**src/rtl/id_ex_stage.sv**
```systemverilog
// id_ex_stage: ID/EX pipeline register with EX-side operand forwarding and
// load-use hazard detection.
// Optional feature macro: ID_EX_FWD_EN
//   defined   -> EX/MEM and MEM/WB results are forwarded into the EX operands;
//                only load-use stalls.
//   undefined -> operands come straight from the register file; any RAW
//                against EX or EX/MEM stalls until the value reaches the RF.
module id_ex_stage (
    input  logic        clk,
    input  logic        rst,
    input  logic        stall,
    input  logic        flush,
    input  logic        id_valid,
    input  logic [4:0]  id_rs1,
    input  logic [4:0]  id_rs2,
    input  logic [4:0]  id_rd,
    input  logic [31:0] id_rs1_data,
    input  logic [31:0] id_rs2_data,
    input  logic [31:0] id_imm,
    input  logic [3:0]  id_alu_control,
    input  logic [3:0]  id_ctrl,
    input  logic        exmem_reg_write,
    input  logic [4:0]  exmem_rd,
    input  logic [31:0] exmem_result,
    input  logic        memwb_reg_write,
    input  logic [4:0]  memwb_rd,
    input  logic [31:0] memwb_result,
    output logic        ex_valid,
    output logic [31:0] ex_in1,
    output logic [31:0] ex_in2,
    output logic [3:0]  ex_alu_control,
    output logic [31:0] ex_store_data,
    output logic [4:0]  ex_rd,
    output logic [2:0]  ex_ctrl,
    output logic        hazard_stall
);

    // ctrl bit positions: {alu_src, reg_write, mem_read, mem_write}
    localparam int ALU_SRC   = 3;
    localparam int REG_WRITE = 2;
    localparam int MEM_READ  = 1;

    typedef struct packed {
        logic        valid;
        logic [4:0]  rs1;
        logic [4:0]  rs2;
        logic [4:0]  rd;
        logic [31:0] rs1_data;
        logic [31:0] rs2_data;
        logic [31:0] imm;
        logic [3:0]  alu_control;
        logic [3:0]  ctrl;
    } idex_t;

    idex_t r;

    logic [31:0] fwd_rs1;
    logic [31:0] fwd_rs2;
    logic        id_hits_ex;
    logic        load_use;

    // ID source matches the destination of the valid instruction now in EX
    assign id_hits_ex = id_valid && r.valid && (r.rd != 5'd0) &&
                        ((r.rd == id_rs1) || (r.rd == id_rs2));
    assign load_use   = id_hits_ex && r.ctrl[MEM_READ];

`ifdef ID_EX_FWD_EN
    // EX/MEM is younger than MEM/WB, so it wins on a double match
    assign fwd_rs1 = (exmem_reg_write && exmem_rd != 5'd0 && exmem_rd == r.rs1) ? exmem_result :
                     (memwb_reg_write && memwb_rd != 5'd0 && memwb_rd == r.rs1) ? memwb_result :
                     r.rs1_data;
    assign fwd_rs2 = (exmem_reg_write && exmem_rd != 5'd0 && exmem_rd == r.rs2) ? exmem_result :
                     (memwb_reg_write && memwb_rd != 5'd0 && memwb_rd == r.rs2) ? memwb_result :
                     r.rs2_data;
    assign hazard_stall = load_use;
`else
    logic id_hits_exmem;
    logic unused_fwd;

    // No bypass network: hold ID until the producer has left EX/MEM; the
    // write-before-read register file covers the MEM/WB distance.
    assign id_hits_exmem = id_valid && exmem_reg_write && (exmem_rd != 5'd0) &&
                           ((exmem_rd == id_rs1) || (exmem_rd == id_rs2));
    assign fwd_rs1       = r.rs1_data;
    assign fwd_rs2       = r.rs2_data;
    assign hazard_stall  = load_use || (id_hits_ex && r.ctrl[REG_WRITE]) || id_hits_exmem;
    assign unused_fwd    = ^{exmem_result, memwb_reg_write, memwb_rd, memwb_result, r.rs1, r.rs2};
`endif

    // Stage register: rst > flush > stall hold > hazard bubble > load
    always_ff @(posedge clk) begin
        if (rst) begin
            r <= '0;
        end else if (flush) begin
            r <= '0;
        end else if (stall) begin
            r <= r;
        end else if (hazard_stall || !id_valid) begin
            r <= '0;
        end else begin
            r.valid       <= 1'b1;
            r.rs1         <= id_rs1;
            r.rs2         <= id_rs2;
            r.rd          <= id_rd;
            r.rs1_data    <= id_rs1_data;
            r.rs2_data    <= id_rs2_data;
            r.imm         <= id_imm;
            r.alu_control <= id_alu_control;
            r.ctrl        <= id_ctrl;
        end
    end

    assign ex_valid       = r.valid;
    assign ex_in1         = fwd_rs1;
    assign ex_in2         = r.ctrl[ALU_SRC] ? r.imm : fwd_rs2;
    assign ex_store_data  = fwd_rs2;
    assign ex_alu_control = r.alu_control;
    assign ex_rd          = r.rd;
    assign ex_ctrl        = r.ctrl[2:0] & {3{r.valid}};

endmodule

```
**config.mk**
```make
export PLATFORM = sky130hd
export DESIGN_NAME = id_ex_stage
export DESIGN_NICKNAME = d
export VERILOG_FILES = /design/src/rtl/id_ex_stage.sv
export SDC_FILE = /design/constraint.sdc
export NUM_CORES = 1
export LEC_CHECK = 0
export ABC_AREA = 1
export CAP_MARGIN = 10
export CORE_MARGIN = 1.5
export CORE_UTILIZATION = 39
export DETAILED_ROUTE_END_ITERATION = 6
export PLACE_DENSITY = 0.81
export SLEW_MARGIN = 10
export SYNTH_ARGS = -nofsm -noshare
export SYNTH_HDL_FRONTEND = slang
export SYNTH_SLANG_ARGS = --single-unit
export TNS_END_PERCENT = 1
```
**constraint.sdc**
```tcl
create_clock -name clk -period 1.8 [get_ports clk]
set_input_delay 0.36 -clock clk [delete_from_list [all_inputs] [get_ports clk]]
set_output_delay 0.36 -clock clk [all_outputs]
set_load 0.05 [all_outputs]
```
After elaboration in Yosys (flattened, before gate mapping). Cells that the tools add are included. W data, S select, Z words.

Bits in writable memories: 0. Logic and storage cells: 31. Bits in read-only memories: 0. Register bits: 110. Memories: 0. Latch bits: 0.

Order comparisons: 0. Mux-type cells: 2. Shift-type cells: 0. Add/subtract/negate cells: 0. Equality and inequality tests: 4. Multipliers: 0. Divide/modulo/power cells: 0. Bitwise logic cells: 1. Reductions and logical operators: 17.

Operators with widths (number): $mux W120 (1); $mux W32 (1); $eq A5 B5 Y1 (4); $reduce_bool A5 Y1 (2); $logic_and A1 B1 Y1 (8); $logic_or A1 B1 Y1 (5); $and A3 B3 Y3 (1); $reduce_or A2 Y1 (1); $logic_not A1 Y1 (1).

Logic depth before layout (Yosys ltp). Gate-level depths: netlist of the first run.

Word-level depth: 8. Mapped depth: 11.

Worst setup path before layout of the first run. OpenSTA, ideal clock, no wires.

Path kind: flip-flop to output port. Start point: reg r (netlist bit ex_valid). End point: out hazard_stall. Path buffers: 2. Cell stages (with the launch flop): 9. Setup slack: -605 ps. Arrival: 2045 ps. Data required time: 1440 ps. Cell sequence: dfxtp_1 nand2_1 inv_1 o21ai_0 nor2_1 nand2_1 buf_6 buf_4 nand2_1.

Longest elaborated chain between the ends: 6. Elaborated cells on any way between the ends: 7. Those cells by class: reduce/logical (7).

RTL lines: start: declaration (line 55) `idex_t r;`; start signal: assignment (line 97) `r <= r;`; $logic_and A1 B1 Y1 (*) (3 in series) (line 63) `assign id_hits_ex = id_valid && r.valid && (r.rd != 5'd0) &&`; $logic_and A1 B1 Y1, on equally long branches (line 65, 86); $logic_or A1 B1 Y1 (*) (2 in series) (line 86) `assign hazard_stall = load_use || (id_hits_ex && r.ctrl[REG_WRITE]) || id_hits_exmem;`; end: declaration (line 35) `output logic hazard_stall`.

Every way passes the cells marked *; elsewhere a longest branch is shown, timed or not.

Final worst setup path of the first run.
Start point: reg r (netlist bit ex_rd[0]). End point: out hazard_stall.

Longest elaborated chain between the ends: 6. Elaborated cells on any way between the ends: 10. Those cells by class: eq/ne (2); reduce/logical (8).

RTL lines (line): $eq A5 B5 Y1 / $reduce_bool A5 Y1 (equally long branches) (64, 63); $logic_or A1 B1 Y1 / $logic_and A1 B1 Y1 (equally long branches) (64, 63); $logic_and A1 B1 Y1 (*) (63); $logic_and A1 B1 Y1, on equally long branches (65, 86); $logic_or A1 B1 Y1 (*) (2 in series) (86).

Marks and branches as above.

==> impl_metrics.py, run 1 <==
metrics = {
    "status": {
        "status": "finished, violations left",
        "violations": "negative setup slack",
    },
    "cells_and_area": {
        "final_util_pct": 57.5,
        "fillers": 1248,
        "final_layout_size_suffix_gt1_share_pct": 25.5,
        "area_growth_pct": 44.4,
        "seqCellArea_um2": 2230,
        "final_common_cell": "nand2_1",
        "postLayoutCellArea_um2": 7980,
        "multiInputGateArea_um2": 2470,
        "mostFrequentLayoutCells": "nand2_1 (140), clkdlybuf4s50_1 (113), nand4_1 (109), a21oi_1 (109), dfxtp_1 (103)",
        "final_nets": 1046,
    },
    "sta": {
        "period_needed_ns": 1.84,
        "rsz0062_at_grt": "yes",
        "finalSetupViolations": 2,
        "worst_pin_slew_ns": 0.547,
        "worst_slack_ns": -0.0383,
        "fmax_mhz": 544,
        "slew_violations": 0,
        "finalCritPeriodShare_pct": 102,
        "fin_skew_ns": 0.00450,
        "hold_violations": 0,
        "relSlewSlack_pct": 63.5,
    },
    "cts": {
        "cts_tree": "done",
        "cts.sinks": 110,
        "numCtsBuffers": 9,
        "clk_path_buf_depth": 2,
        "cts_root_buf": "clkbuf_16",
        "clk_pin_slew_ns": 0.07,
        "h-tree-depth": 3,
        "clkLatencyLatePin_ns": 0.35,
    },
    "detailed_routing": {
        "via_per_inst": 5.19,
        "wire_per_inst_um": 15.9,
        "firstDrtPassIters": 4,
        "drt_iter0_drc": 333,
        "ant_nets": 0,
        "drc_errors": 0,
        "vias": 5352,
        "routed_wl_um": 16400,
    },
    "worst_setup_path": {
        "cp_max_fo": 7,
        "end_kind": "output port",
        "crit_arrival_ns": 1.48,
        "worstSetupStartpointType": "register",
        "critical_path.max_stage_delay_ns": 0.37,
        "path_cells": "nor2_2 > nor2_1 > nor2_2 > nand3_2 > nand2_2 > nand2_4 > nand2_8 > buf_12",
        "slowest_stage": "dfxtp_4",
        "cp_common_cell": "nor2_2",
        "critPathKind": "reg -> out",
        "cp.required_ns": 1.44,
    },
    "synthesis": {
        "yosysSeqAreaShare_pct": 39.8,
        "synth_top_family_by_area": "simple AND/OR/NAND/NOR gates",
        "synth_mux_area_share_pct": 6.52,
        "netlist_area_um2": 5530,
        "ys_ff_latch": 110,
        "ys_types": 20,
        "synth-simple-area-share_pct": 24.3,
        "synthAdderAreaFrac_pct": 0,
        "synth-compound-area-share_pct": 10.0,
        "synthCells": 701,
        "synth_fp_nets": 901,
        "syn_avg_cell_area_um2": 7.89,
        "synth_xor_area_share_pct": 1.43,
        "synth-warning-count": 0,
    },
    "power_and_ir_drop": {
        "swShare_pct": 25.0,
        "total_power_w": 0.00574,
        "power_frac_comb_pct": 16.6,
        "ir_drop_uv": 388,
        "intPower_w": 0.00430,
        "power.share.sequential_pct": 43.7,
        "p_per_area_nw_per_um2": 719,
        "leakage_nw": 3.16,
        "p_switching_w": 0.00144,
        "clkPwrFrac_pct": 39.6,
    },
    "floorplanning": {
        "coreArea_um2": 13900,
        "initial_core_util_pct": 39.8,
        "top_level_ports": 310,
        "die_w_um": 122,
        "die_h_um": 122,
        "die_area_um2": 14900,
        "num_rows": 43,
    },
    "global_routing": {
        "grt_overflow": 0,
        "antenna_found_initial": 0,
        "grt_first_pass_wirelength_um": 24600,
        "grt_max_degree": 111,
        "grt_pass1_vias": 4762,
        "grt.total_usage_pct": 21.1,
    },
    "placement": {
        "finalWeightedCongestion": 0.804,
        "placed_cell_area_um2": 7370,
        "dp_slack_ns": -0.303,
        "hpwlAfterDp_um": 11000,
        "io_buffer_count": 239,
    },
    "worst_hold_path": {
        "hold_class": "in -> reg",
    },
    "job": {
        "maxCapViolCount": 0,
    },
}
-- cells by family after synthesis --
kind of cell,count (synthesis)
simple gates,282
buf+inv,157
compound gates,111
flops,110
mux,32
xor+xnor,9
-- state kept, by name, indices dropped and copies added, names as in the netlist --
signal	flops
ex_alu_control	4
ex_store_data	32
ex_in1	32
ex_rd	5
ex_valid	1
r	36
-- metal layers --
metal | GRT usage [%] | part of all wire (%) | wire [µm]
met5 | 0 | 0 | 0
met4 | 7.70 | 2.2 | 359
met3 | 7.07 | 8.3 | 1360
met2 | 35.3 | 49 | 7990
met1 | 25.2 | 41 | 6680
-- worst max-delay path, delay by kind of cell, from the launching register on --
| kind | cells | cell delay (ns) |
|---|---|---|
| buffers and inverters | 1 | 0.13 |
| flip-flops | 1 | 0.37 |
| AND/OR/NAND/NOR | 7 | 0.63 |
-- cells in the mapped netlist --
cell	n	area (µm²)
dfxtp_1	110	2200
or2_2	1	6.26
inv_1	13	48.8
nand4_1	109	682
buf_6	10	113
clkbuf_1	26	97.6
xor2_1	5	43.8
xnor2_1	4	35.0
clkinv_1	2	7.51
o21ai_0	1	5.00
buf_1	10	37.5
nor3_1	1	5.00
buf_2	8	40.0
nand2_1	147	552
a21oi_1	110	551
nor2_1	16	60.1
mux2_2	32	360
nand3_1	8	40.0
buf_4	83	623
inv_2	5	18.8
-- stage by stage --
stage,hold slack [ns],std cells,TNS (ns)
2_1_floorplan,0.437,701,0
3_3_place_gp,0.447,1010,-22.87
3_5_place_dp,0.453,1010,-24.39
4_1_cts,0.428,1029,-0.588
5_1_grt,0.452,1031,-0.607
6_report,0.439,1032,-0.0562
-- layout make-up --
type | count | area share [%]
Tap cell | 180 | 2.82
Clock buffer | 10 | 2.87
Sequential cell | 110 | 27.9
Inverter | 20 | 0.988
Antenna cell | 1 | 0.0314
Clock inverter | 6 | 1.36
Multi-Input combinational cell | 434 | 31.0
Timing Repair Buffer | 271 | 33.0
-- path summary, 6_finish.rpt --
check | start | endpoint | slack [ns] | cells past startpoint
worst min-delay path | stall | r[3] | 0.44 | 3
worst max register to register | ex_rd[0] | ex_store_data[8] | 0.09 | 11
worst min register to register | ex_in1[11] | ex_in1[11] | 0.46 | 2
worst max-delay path | ex_rd[0] | hazard_stall | -0.04 | 8
-- power groups by stage --
stage	clock network [W]	registers (W)	logic [W]
final	0.00227	0.00251	0.000952
after floorplan	0	0.00256	0.000504
after global routing	0.00243	0.00251	0.00102
after global placement	0	0.00257	0.000927
after detailed placement	0	0.00257	0.000935
after CTS	0.00233	0.00251	0.000936
-- what timing repair did --
action                     in CTS  in global routing
setup endpoints to repair      22                 43
buffers inserted                3                  2
hold buffers                    0                  0
resized for setup              45                 42
pin swaps                       3                  8
No activity file was read; power rests on OpenSTA's default activity.
==> run 2: changes to the inputs <==
--- a/config.mk
+++ b/config.mk
@@ -5,12 +5,11 @@
 export SDC_FILE = /design/constraint.sdc
 export NUM_CORES = 1
 export LEC_CHECK = 0
-export ABC_AREA = 1
 export CAP_MARGIN = 10
-export CORE_MARGIN = 1.5
-export CORE_UTILIZATION = 39
+export CORE_AREA = 2 2 119 121
 export DETAILED_ROUTE_END_ITERATION = 6
-export PLACE_DENSITY = 0.81
+export DIE_AREA = 0 0 121 123
+export PLACE_DENSITY = 0.77
 export SLEW_MARGIN = 10
 export SYNTH_ARGS = -nofsm -noshare
 export SYNTH_HDL_FRONTEND = slang
==> run 2 against run 1 <==
The flow still finishes with violations (negative setup slack); setup slack worse by 0.062 ns; sequential cell count stayed put; clock-buffer cell count is 1 lower; global-route usage is 5.0 points lower; clock power is 8% lower; largest cell class unchanged.
==> impl_metrics.py, run 2 <==
metrics = {
    "placement": {
        "hpwlAfterDp_um": 8940,
        "io_buffer_count": 239,
        "finalWeightedCongestion": 0.900,
        "dp_slack_ns": -0.667,
        "dp_cells": 727,
    },
    "synthesis": {
        "synth_fp_nets": 597,
        "synth.area.top_cells": "dfxtp_1 (48%), a22o_1 (21%), buf_4 (14%), mux2_2 (7.9%), xnor2_1 (3.9%)",
        "synth_common_cells": "a22o_1 (110), dfxtp_1 (110), buf_4 (84)",
        "syn_avg_cell_area_um2": 11.4,
        "ys_ff_latch": 110,
        "netlist_area_um2": 4540,
        "synth-warning-count": 0,
        "netlist.area_leader.share_pct": 48.5,
        "synth_flop_cell": "dfxtp_1",
        "yosysSeqAreaShare_pct": 48.5,
        "ys_types": 20,
        "synthArstFlopShare_pct": 0,
        "yosysTopAreaCell": "dfxtp_1",
        "synthCells": 397,
        "synth_edf_count": 0,
    },
    "status": {
        "status": "finished, violations left",
        "violations": "negative setup slack",
    },
    "worst_setup_path": {
        "cp.buffers_inverters": 2,
        "crit_arrival_ns": 1.54,
        "cp_max_fo": 2,
        "path_cells": "buf_6 > or3_1 > o311a_1 > a22o_2 > buf_8",
        "cp.required_ns": 1.44,
        "critPathTopFamily": "compound AO/OA/AOI/OAI gates",
        "end_kind": "output port",
        "critical_path.max_stage_delay_ns": 0.37,
        "slowest_stage": "or3_1",
        "critPathKind": "in -> out",
        "worstSetupStartpointType": "primary input",
    },
    "sta": {
        "period_needed_ns": 1.90,
        "hold_violations": 0,
        "worst_slack_ns": -0.100,
        "fmax_mhz": 526,
        "finalCritPeriodShare_pct": 106,
        "fin_skew_ns": 0.00743,
        "slew_violations": 0,
        "relSlewSlack_pct": 83.4,
        "finalSetupViolations": 58,
        "worst_pin_slew_ns": 0.249,
        "rsz0062_at_grt": "yes",
    },
    "detailed_routing": {
        "via_per_inst": 4.85,
        "drc_errors": 0,
        "drt_iter0_drc": 103,
        "firstDrtPassIters": 4,
        "ant_nets": 0,
        "routed_wl_um": 12900,
        "wire_per_inst_um": 17.1,
        "vias": 3646,
    },
    "cells_and_area": {
        "antenna_cells": 0,
        "multiInputGateArea_um2": 1730,
        "final_common_cell": "clkdlybuf4s50_1",
        "area_growth_pct": 60.2,
        "seqCellArea_um2": 2210,
        "final_nets": 767,
        "finalNonFillerCells": 752,
        "mostFrequentLayoutCells": "clkdlybuf4s50_1 (114), a22o_1 (109), dfxtp_1 (104)",
        "fillers": 1152,
        "top_register": "r",
        "largest_register_ffs": 36,
        "final_layout_size_suffix_gt1_share_pct": 34.6,
    },
    "global_routing": {
        "grt_overflow": 0,
        "antenna_found_initial": 0,
        "grt_max_degree": 61,
        "grt_pass1_vias": 3673,
        "grt_first_pass_wirelength_um": 18800,
        "grt.total_usage_pct": 16.1,
    },
    "power_and_ir_drop": {
        "total_power_w": 0.00545,
        "power.share.sequential_pct": 46.2,
        "swShare_pct": 25.4,
        "intPower_w": 0.00407,
        "clkPwrFrac_pct": 38.3,
        "ir_drop_uv": 603,
        "p_per_area_nw_per_um2": 749,
        "p_switching_w": 0.00138,
        "leakage_nw": 3.04,
        "power_frac_comb_pct": 15.5,
    },
    "job": {
        "maxCapViolCount": 0,
    },
    "floorplanning": {
        "die_area_um2": 14900,
        "die_w_um": 121,
        "die_h_um": 123,
        "top_level_ports": 310,
        "coreArea_um2": 13600,
        "num_rows": 43,
        "initial_core_util_pct": 33.4,
    },
    "cts": {
        "h-tree-depth": 3,
        "cts.sinks": 110,
        "clk_path_buf_depth": 2,
        "clkLatencyLatePin_ns": 0.34,
        "cts_root_buf": "clkbuf_16",
        "clk_pin_slew_ns": 0.08,
        "cts_tree": "done",
        "postCtsHoldBufs": 0,
        "numCtsBuffers": 9,
    },
    "worst_hold_path": {
        "hold_class": "reg -> reg",
    },
}
[run 2: changes by cell type after synthesis, sizes merged, moves of 14 or more]
cell   change
inv       -18
a22o     +110
a21oi    -109
nor2      -14
xnor2     +16
nand4    -109
buf       -26
nand2    -143
[run 2: per-layer routing]
layer  wire, µm  GRT usage, %  up-vias  part of all wire, %
met3       1070          5.77        8                  8.3
met5          0             0        -                    0
met1       5250          18.9     1756                   41
li1           -             -     1719                    -
met2       6420          27.8      163                   50
met4        121          4.29        0                 0.94
[run 2: worst paths after layout]
check	start	to	slack, ns	cells after the start
max	exmem_rd[1]	hazard_stall	-0.10	5
min	r[11]	r[11]	0.47	1
max reg2reg	ex_rd[2]	r[37]	0.04	8
min reg2reg	r[11]	r[11]	0.47	1
[run 2: timing repair]
item,CTS,global route
cloned,0,2
setup endpoints to repair,143,143
resized for setup,36,19
pin swaps,75,35
endpoints found under the hold margin,0,0
setup buffers,3,4
[run 2: logic make-up after synthesis]
| family | Yosys count | share of synthesized area [%] |
|---|---|---|
| xor gates and xnor gates | 20 | 3.86 |
| buffers and inverters | 101 | 15.3 |
| DFF | 110 | 48.5 |
| AOI/OAI and AO/OA | 117 | 22.5 |
| muxes | 32 | 7.94 |
| and+or+nand+nor | 17 | 1.90 |
[run 2: through the flow]
stage	util (%)	instance area [µm²]	hold slack [ns]	TNS [ns]
after floorplan	-	4540	0.435	0
after global placement	49.7	6770	0.449	-67.99
after detailed placement	49.7	6770	0.455	-68.70
after CTS	52.3	7120	0.473	-4.21
after global routing	53.4	7270	0.493	-6.49
final	53.4	7270	0.475	-1.43
[run 2: area by class of cell]
type	instances	area share [%]
flip-flops and latches	110	30.5
clock buffers	9	3.10
well taps	180	3.10
multi-input cells	186	23.8
repair buffers	260	38.3
clock inverters	7	1.22
[run 2: power groups by stage]
| stage | sequential (W) | clock (W) | combinational, W |
|---|---|---|---|
| floorplan | 0.00257 | 0 | 0.000396 |
| global placement | 0.00257 | 0 | 0.000810 |
| detailed placement | 0.00258 | 0 | 0.000822 |
| CTS | 0.00252 | 0.00213 | 0.000823 |
| global route | 0.00252 | 0.00225 | 0.000883 |
| finish | 0.00252 | 0.00209 | 0.000843 |
==> run 3: changes to the inputs <==
--- a/config.mk
+++ b/config.mk
@@ -10,7 +10,7 @@
 export DETAILED_ROUTE_END_ITERATION = 6
 export DIE_AREA = 0 0 121 123
 export PLACE_DENSITY = 0.77
-export SLEW_MARGIN = 10
+export SLEW_MARGIN = 20
 export SYNTH_ARGS = -nofsm -noshare
 export SYNTH_HDL_FRONTEND = slang
 export SYNTH_SLANG_ARGS = --single-unit
==> constraint.sdc (replaced) <==
create_clock -name clk -period 1.8 [get_ports clk]
set_input_delay 0.36 -clock clk [delete_from_list [all_inputs] [get_ports clk]]
set_output_delay 0.36 -clock clk [all_outputs]
set_load 0.1 [all_outputs]
==> run 3 against run 2 <==
The flow still finishes with violations (negative setup slack); register-to-register slack hardly changed; sequential power about the same; worst hold slack worse by 0.0016 ns; fmax down 1.6%; highest routed layer unchanged.
==> impl_metrics.py, run 3 (synthesis results as in run 2) <==
metrics = {
    "sta": {
        "fmax_mhz": 518,
        "fin_skew_ns": 0.00466,
        "rsz0062_at_grt": "yes",
        "holdWs_ns": 0.473,
        "relSlewSlack_pct": 80.6,
        "worst_slack_ns": -0.131,
        "hold_violations": 0,
        "finalSetupViolations": 39,
        "finalCritPeriodShare_pct": 107,
        "slew_violations": 0,
        "period_needed_ns": 1.93,
        "worst_pin_slew_ns": 0.290,
        "setup_tns_ns": -1.68,
    },
    "global_routing": {
        "grt_pass1_vias": 3935,
        "grt.total_usage_pct": 18.1,
        "gr-usage-met3_pct": 6.41,
        "grtUsageMet1_pct": 20.0,
        "grt_overflow": 0,
        "grt_first_pass_wirelength_um": 20900,
        "use_met2_pct": 31.4,
        "antenna_found_initial": 0,
        "grt-busiest-layer": "met2",
        "grt_max_degree": 65,
    },
    "status": {
        "violations": "negative setup slack",
        "status": "finished, violations left",
    },
    "cts": {
        "cts.sinks": 110,
        "clk_path_buf_depth": 2,
        "cts_root_buf": "clkbuf_16",
        "clk_pin_slew_ns": 0.07,
        "clkLatencyLatePin_ns": 0.34,
        "h-tree-depth": 3,
        "numCtsBuffers": 9,
        "cts_tree": "done",
    },
    "worst_setup_path": {
        "end_kind": "output port",
        "cp.required_ns": 1.44,
        "worstSetupStartpointType": "primary input",
        "critPathKind": "in -> out",
        "cp_max_fo": 2,
        "path_cells": "dlygate4sd2_1 > xnor2_1 > nand3_1 > o22ai_2 > buf_4 > a22o_4 > buf_12",
        "slowest_stage": "dlygate4sd2_1",
        "critical_path.max_stage_delay_ns": 0.30,
        "crit_arrival_ns": 1.57,
    },
    "cells_and_area": {
        "final_layout_size_suffix_gt1_share_pct": 36.4,
        "fillers": 1074,
        "multiInputGateArea_um2": 1780,
        "final_common_cell": "buf_12",
        "antenna_cells": 0,
        "largest_register_ffs": 36,
        "area_growth_pct": 82.3,
        "mostFrequentLayoutCells": "buf_12 (116), clkdlybuf4s50_1 (113), a22o_1 (109)",
        "final_nets": 774,
        "seqCellArea_um2": 2220,
        "top_register": "r",
    },
    "floorplanning": {
        "initial_core_util_pct": 33.4,
        "top_level_ports": 310,
        "coreArea_um2": 13600,
        "num_rows": 43,
        "die_h_um": 123,
        "die_area_um2": 14900,
        "die_w_um": 121,
    },
    "placement": {
        "io_buffer_count": 239,
        "hpwlAfterDp_um": 10200,
        "finalWeightedCongestion": 0.771,
    },
    "power_and_ir_drop": {
        "ir_drop_uv": 416,
        "total_power_w": 0.00563,
        "leakage_nw": 3.29,
        "p_per_area_nw_per_um2": 681,
    },
    "detailed_routing": {
        "drt_iter0_drc": 249,
        "via_per_inst": 4.87,
        "ant_nets": 0,
        "vias": 3694,
        "wire_per_inst_um": 18.4,
        "firstDrtPassIters": 4,
        "drc_errors": 0,
        "routed_wl_um": 14000,
    },
    "worst_hold_path": {
        "hold_class": "reg -> reg",
    },
    "job": {
        "maxCapViolCount": 0,
    },
}
[run 3: cell types whose count changed in the layout (fill, tap and decap cells not counted), moves of 2 or more]
cell,before,now
buf_12,37,116
buf_4,88,19
buf_6,3,5
clkbuf_1,0,3
clkbuf_16,11,9
clkbuf_2,0,2
clkinv_2,0,2
dfxtp_4,2,4
inv_6,2,0
inv_8,3,0
xnor2_1,16,13
xnor2_2,4,7
[run 3: repair_timing]
item	in CTS	in global routing
hold buffers	0	0
pin swaps	10	13
endpoints found under the setup margin	143	143
setup buffers	3	1
gates resized for setup	42	22
endpoints found under the hold margin	0	0
[run 3: cell type report]
cell class              count  share of cell area, %
well taps                 180                   2.72
clock inverters             4                  0.575
multi-input cells         186                   21.5
clock buffers              12                   2.86
repair buffers            267                   45.5
flip-flops and latches    110                   26.8
[run 3: per-layer routing]
layer | up-vias | wire (µm)
met1 | 1763 | 5270
met5 | - | 0
met3 | 22 | 1310
met2 | 179 | 7080
met4 | 0 | 326
li1 | 1730 | -
[run 3: path summary, 6_finish.rpt]
path              startpoint                end  slack, ns  depth (start not counted)
setup / recovery   id_rs1[0]       hazard_stall      -0.13                          7
hold / removal         r[31]              r[31]       0.47                          1
setup reg to reg    ex_rd[2]  ex_store_data[14]       0.03                          8
hold reg to reg        r[31]              r[31]       0.47                          1
[run 3: power by group]
group	total [W]	switching, W	internal [W]
clock	0.00195	0.000876	0.00108
sequential	0.00254	0.0000554	0.00248
combinational	0.00114	0.000583	0.000561
total	0.00563	0.00151	0.00412
[run 3: per-stage QoR]
step | cells | setup slack [ns] | cell area (µm²) | util [%]
3_3_place_gp | 740 | -0.599 | 7850 | 57.7
5_1_grt | 759 | -0.217 | 8280 | 60.8
6_report | 759 | -0.131 | 8280 | 60.8
3_5_place_dp | 740 | -0.642 | 7850 | 57.7
4_1_cts | 759 | -0.160 | 8190 | 60.2
2_1_floorplan | 397 | -0.0666 | 4550 | -
[run 3: critical path, delay by kind of cell]
family,cells,cell delay [ns]
XOR/XNOR,1,0.20
buffers and inverters,3,0.60
AO/OA/AOI/OAI,2,0.28
AND/OR/NAND/NOR,1,0.11
